## config.mk

```make
export PLATFORM = sky130hd
export DESIGN_NAME = regfile_wb_scheduler
export DESIGN_NICKNAME = d
export VERILOG_FILES = /design/src/rtl/cpu_types_pkg.sv /design/src/rtl/regfile_scoreboard.sv /design/src/rtl/regfile_wb_scheduler.sv
export SDC_FILE = /design/constraint.sdc
export NUM_CORES = 1
export LEC_CHECK = 0
export CORE_MARGIN = 3
export CORE_UTILIZATION = 45
export DETAILED_ROUTE_END_ITERATION = 10
export PLACE_DENSITY = 0.77
export SLEW_MARGIN = 30
export SYNTH_ARGS = -nofsm -noshare
export SYNTH_HDL_FRONTEND = slang
export SYNTH_SLANG_ARGS = --single-unit
```

## constraint.sdc

```tcl
create_clock -name clk -period 4.3 [get_ports clk]
set_input_delay 0.43 -clock clk [delete_from_list [all_inputs] [get_ports clk]]
set_output_delay 0.43 -clock clk [all_outputs]
set_load 0.05 [all_outputs]
```

## src/rtl/cpu_types_pkg.sv

```systemverilog
// Shared CPU datapath types plus the writeback scheduler's starvation constants.
package cpu_types_pkg;

    localparam int REG_W  = 5;
    localparam int WORD_W = 32;
    localparam int NREGS  = 1 << REG_W;

    typedef logic [REG_W-1:0]  regbits_t;
    typedef logic [WORD_W-1:0] word_t;
    typedef logic [NREGS-1:0]  regmask_t;

    localparam int STARVE_W             = 4;
    localparam int STARVE_LIMIT_DEFAULT = 4;

endpackage

```

## src/rtl/regfile_scoreboard.sv

```systemverilog
// Per-register busy/ownership tracking: issue hazard check, set on issue,
// clear on writeback, selective clear on flush, and sticky protocol error.
module regfile_scoreboard
    import cpu_types_pkg::*;
(
    input  logic     clk,
    input  logic     nRST,
    input  logic     iss_valid,
    input  regbits_t iss_rs,
    input  regbits_t iss_rt,
    input  regbits_t iss_rd,
    input  logic     iss_rs_used,
    input  logic     iss_rt_used,
    input  logic     iss_rd_used,
    input  logic     iss_mdu,
    input  logic     hold_pipe,
    input  logic     flush,
    input  logic     wen,
    input  regbits_t wsel,
    output logic     iss_stall,
    output logic     err
);

    regmask_t busy_q, busy_d;
    regmask_t own_mdu_q, own_mdu_d;
    logic     err_q, err_d;
    logic     hazard;
    logic     accept;

    assign hazard = (iss_rs_used & busy_q[iss_rs])
                  | (iss_rt_used & busy_q[iss_rt])
                  | (iss_rd_used & busy_q[iss_rd]);

    assign iss_stall = (iss_valid & hazard) | hold_pipe;
    assign accept    = iss_valid & ~iss_stall & ~flush;
    assign err       = err_q;

    always_comb begin
        // NOTE: every output gets its hold value first, so no path through this block can infer a latch.
        busy_d    = busy_q;
        own_mdu_d = own_mdu_q;
        err_d     = err_q;

        if (flush) begin
            busy_d = busy_q & own_mdu_q;
        end

        // Clear before set: a forced same-register clear+set leaves the register busy.
        if (wen && (wsel != '0)) begin
            if (!busy_q[wsel]) begin
                err_d = 1'b1;
            end
            busy_d[wsel]    = 1'b0;
            own_mdu_d[wsel] = 1'b0;
        end

        if (accept && iss_rd_used && (iss_rd != '0)) begin
            busy_d[iss_rd]    = 1'b1;
            own_mdu_d[iss_rd] = iss_mdu;
        end

        busy_d[0]    = 1'b0;
        own_mdu_d[0] = 1'b0;
    end

    // NOTE: the busy/own_mdu arrays are ordinary flops, not RAM, so they take the async reset like any other state.
    always_ff @(posedge clk or negedge nRST) begin
        if (!nRST) begin
            busy_q    <= '0;
            own_mdu_q <= '0;
            err_q     <= 1'b0;
        end else begin
            // NOTE: non-blocking assignments so every flop samples pre-edge values regardless of statement order.
            busy_q    <= busy_d;
            own_mdu_q <= own_mdu_d;
            err_q     <= err_d;
        end
    end

endmodule

```

## src/rtl/regfile_wb_scheduler.sv

```systemverilog
// Writeback scheduler: fixed-priority pwb/MDU write-port mux, MDU starvation
// guard driving hold_pipe, and the register busy scoreboard.
module regfile_wb_scheduler
    import cpu_types_pkg::*;
#(
    parameter int STARVE_LIMIT = STARVE_LIMIT_DEFAULT
) (
    input  logic     clk,
    input  logic     nRST,
    input  logic     iss_valid,
    input  regbits_t iss_rs,
    input  regbits_t iss_rt,
    input  regbits_t iss_rd,
    input  logic     iss_rs_used,
    input  logic     iss_rt_used,
    input  logic     iss_rd_used,
    input  logic     iss_mdu,
    output logic     iss_stall,
    input  logic     pwb_valid,
    input  regbits_t pwb_sel,
    input  word_t    pwb_dat,
    input  logic     mdu_valid,
    input  regbits_t mdu_sel,
    input  word_t    mdu_dat,
    output logic     mdu_ready,
    input  logic     flush,
    output logic     hold_pipe,
    output logic     wen,
    output regbits_t wsel,
    output word_t    wdat,
    output logic     err
);

    localparam logic [STARVE_W-1:0] LIMIT = STARVE_W'(STARVE_LIMIT);

    logic [STARVE_W-1:0] starve_cnt_q, starve_cnt_d;
    logic                hold_pipe_q, hold_pipe_d;

    assign mdu_ready = mdu_valid & ~pwb_valid;
    assign hold_pipe = hold_pipe_q;

    always_comb begin
        wen  = 1'b0;
        wsel = '0;
        wdat = '0;
        if (pwb_valid) begin
            wen  = 1'b1;
            wsel = pwb_sel;
            wdat = pwb_dat;
        end else if (mdu_valid) begin
            wen  = 1'b1;
            wsel = mdu_sel;
            wdat = mdu_dat;
        end
    end

    // Counter only runs while the MDU is actually being denied; a grant or a
    // withdrawn request resets the starvation window.
    always_comb begin
        starve_cnt_d = starve_cnt_q;
        if (mdu_ready || !mdu_valid) begin
            starve_cnt_d = '0;
        end else if (starve_cnt_q != LIMIT) begin
            starve_cnt_d = starve_cnt_q + STARVE_W'(1);
        end
        hold_pipe_d = (starve_cnt_d == LIMIT);
    end

    always_ff @(posedge clk or negedge nRST) begin
        if (!nRST) begin
            starve_cnt_q <= '0;
            hold_pipe_q  <= 1'b0;
        end else begin
            starve_cnt_q <= starve_cnt_d;
            hold_pipe_q  <= hold_pipe_d;
        end
    end

    regfile_scoreboard u_scoreboard (
        .clk         (clk),
        .nRST        (nRST),
        .iss_valid   (iss_valid),
        .iss_rs      (iss_rs),
        .iss_rt      (iss_rt),
        .iss_rd      (iss_rd),
        .iss_rs_used (iss_rs_used),
        .iss_rt_used (iss_rt_used),
        .iss_rd_used (iss_rd_used),
        .iss_mdu     (iss_mdu),
        .hold_pipe   (hold_pipe_q),
        .flush       (flush),
        .wen         (wen),
        .wsel        (wsel),
        .iss_stall   (iss_stall),
        .err         (err)
    );

endmodule

```

==> flow_summary_export.csv <==
group,metric,value,unit
run_status,status,"finished clean",
yosys,yosysUniqueCellTypes,45,
pwr,total_leakage_power,2.920,nW
drt,route.detailed.drc,0,
yosys,ys_seq_area_share,36.52,%
grt,grt_overflow,0,
setup_path,crit_type,"in2out",
floorplan,initial_core_util,47.02,%
floorplan,ioPinCount,141,
sta,rsz0062_at_grt,"no",
placement,port_buffers,140,
clock_network,cts_buffer_depth,2,
setup_path,r2r-end,"u_scoreboard.own_mdu_q[12]$_DFF_PN0_",
placement,dp_hpwl,11790,um
grt,grt_most_used_layer,"met2",
grt,grt_use_met1,35.14,%
sta,slew_violations,0,
layout,layout.nets,689,
sta,tightest_slew,0.8888,ns
sta,timing.slew.headroom,40.53,%
sta,max_freq,0.2803,GHz
setup_path,critPathArrivalTime,3.14,ns
placement,placed_area,0.006168,sq mm
sta,finalWorstSetupSlack,0.7326,ns
pwr,ir_drop,0.1349,mV
floorplan,die_h,107.8,um
clock_network,cts_sinks,68,
yosys,post-synth-top-area-fraction,36.52,%
setup_path,crit_path_end_kind,"output port",
layout,final_util,64.37,%
setup_path,rr_startpoint,"u_scoreboard.busy_q[26]$_DFF_PN0_",
grt,use_met3,7.019,%
yosys,synth_ff_type,"dfrtp_1",
setup_path,path_buf_inv,2,
yosys,syn_nets,563,
clock_network,clkLatencyLatePin,0.36,ns
drt,avgRoutedWirePerCell,22.23,um
drt,firstDrtPassIters,5,
setup_path,r2r_cells,8,
pwr,p_comb_share,27.8,%
yosys,synth_area_leaders,"dfrtp_1 (37%), mux2i_1 (12%), mux4_2 (7.3%), a22o_1 (6.0%), o221ai_1 (5.8%)",
drt,drt_iter0_markers,430,
yosys,yosysWarnings,0,
pwr,clkPwrFrac,32.3,%
sta,period_needed,3.567,ns
yosys,syn_area,0.004659,sq mm
setup_path,worst-r2r-setup-slack,1.63,ns
floorplan,coreArea,0.009910,sq mm
grt,grt_pass1_vias,4800,
setup_path,cp_max_fo,10,
drt,antenna_left,0,
setup_path,cp_cell_sequence,"clkdlybuf4s50_1 -> mux4_1 -> mux4_2 -> o211ai_2 -> a21oi_2 -> a31oi_4 -> nand2_1 -> buf_12",
clock_network,cts-buffers-inserted,9,
clock_network,cts_tree,"done",
sta,fin_tns_setup,0,ns
grt,use_met2,47.78,%
yosys,yosysTopAreaCell,"dfrtp_1",
yosys,synth_cells,462,
layout,syn_to_final_growth,36.90,%
setup_path,slowest_delay,0.84,ns
yosys,synth_seq_cells,68,
layout,drive_gt1_share,12.65,%
flow_run,maxCapViolCount,0,
sta,hold_ws,0.4958,ns
yosys,synth-async-reset-ratio,100.0,%
pwr,switching_share,32.97,%
yosys,avgSynthCellArea,10.09,sq um
sta,finalHoldViolations,0,
pwr,switchingPower,0.5533,mW
setup_path,cp.required,3.87,ns
clock_network,ctsHtreeMaxLevel,3,
floorplan,die_x,107.8,um
pwr,internal-power,1.125,mW
sta,timing.final.crit_share,82.96,%
pwr,cellPowerDensity,263.1,mW/mm^2
layout,most-common-layout-cells,"clkdlybuf4s50_1 (119), dfrtp_1 (68), mux2i_1 (54), nand2_1 (54)",
placement,gp_congestion,0.9799,
layout,layout_commonest_cell,"clkdlybuf4s50_1",
grt,grt_util_all_layers,28.16,%
layout,stdcell_area,0.006379,sq mm
floorplan,die_area,0.01161,sq mm
grt,grt_pass1_wl,25040,um
grt,antenna_found_initial,0,
setup_path,cp_slowest_cell,"clkdlybuf4s50_1",
sta,setup_viol,0,
min_path,holdCritPathClass,"in2async",
clock_network,clk_pin_slew,0.09,ns
clock_network,post_cts_buffers,0,
grt,grt_max_degree,56,
layout,n_antenna_cell,0,
setup_path,crit_family,"multiplexers",
floorplan,num_rows,36,
clock_network,cts_root_buf,"clkbuf_8",
placement,pre_cts_slack,0.6717,ns
drt,via_per_inst,6.518,
drt,wl,16140,um
pwr,seqPwrFrac,40.0,%
setup_path,startpoint_type,"primary input",
drt,vias,4732,
sta,finClkSkew,0.01488,ns
yosys,synth-edff-count,0,
[power by group through the flow]
stage / Sequential (mW) / Clock, mW / Combinational (mW)
3_3_place_gp: 0.681 / 0 / 0.456
3_5_place_dp: 0.683 / 0 / 0.463
6_report: 0.671 / 0.542 / 0.466
2_1_floorplan: 0.679 / 0 / 0.249
4_1_cts: 0.670 / 0.546 / 0.465
5_1_grt: 0.673 / 0.574 / 0.492
[worst max-delay path by stage]
stage,start,end,slack [ns],depth (start not counted)
finish,iss_rt[1],iss_stall,0.73,8
global route,iss_rt[1],iss_stall,0.62,8
CTS,iss_rt[1],iss_stall,0.74,8
detailed placement,mdu_valid,u_scoreboard.err$_DFFE_PN0P_,0.67,10
global placement,iss_rt[1],iss_stall,0.79,8
floorplan,iss_rt[1],iss_stall,1.45,8
[layer usage]
| layer | up-vias | part of all wire [%] |
|---|---|---|
| met2 | 332 | 49 |
| li1 | 2073 | - |
| met3 | 34 | 11 |
| met5 | - | 0 |
| met4 | 0 | 2.6 |
| met1 | 2293 | 38 |
[area by class of cell]
type / instances / area [sq um]
clock buffer: 10 / 127.6
clock inverter: 6 / 72.57
fill: 805 / 3531
inverter: 16 / 60.06
multi-input combinational: 340 / 2729
sequential: 68 / 1702
tap: 133 / 166.4
timing repair buffer: 153 / 1521
[cell families (layout without fill, tap and decap cells)]
group | Yosys count | in the layout | synth area share [%]
buffers and inverters | 54 | 185 | 5.102
AND/OR/NAND/NOR | 139 | 139 | 15.74
adder cells (fa/ha/maj) | 2 | 2 | 0.5370
XOR/XNOR | 1 | 1 | 0.1880
AO/OA/AOI/OAI | 122 | 122 | 19.76
flip-flops | 68 | 68 | 36.52
multiplexers | 76 | 76 | 22.15
[registers in the layout, summed over array words and instances, names as in the netlist]
register / count
u_scoreboard.own_mdu_q: 31
u_scoreboard.err: 1
hold_pipe: 1
starve_cnt_q: 4
u_scoreboard.busy_q: 31
[repair_timing]
item                                   CTS  global route
endpoints found under the hold margin   13             0
hold buffers                             1             0
gates resized for setup                  0             0
setup endpoints to repair                0             0
[synth_stat cells, types with 4 or more instances]
library cell	number
nand4b_1	6
clkbuf_1	25
nand3_1	9
and3_1	4
dfrtp_1	68
o221ai_1	31
inv_1	16
buf_2	4
o21ai_0	32
a22o_1	32
a22oi_1	5
nand4_1	24
nor3_1	5
buf_6	4
mux4_1	5
mux2i_1	54
buf_1	5
nand3b_1	6
nor2_1	13
mux4_2	15
nand2_1	54
o22ai_1	9
[metrics by stage]
stage / total power, mW / std cells
floorplan: 0.9274 / 462
global placement: 1.137 / 709
detailed placement: 1.146 / 709
CTS: 1.682 / 726
global route: 1.738 / 726
finish: 1.678 / 726
Power figures use the tool's default switching activity.
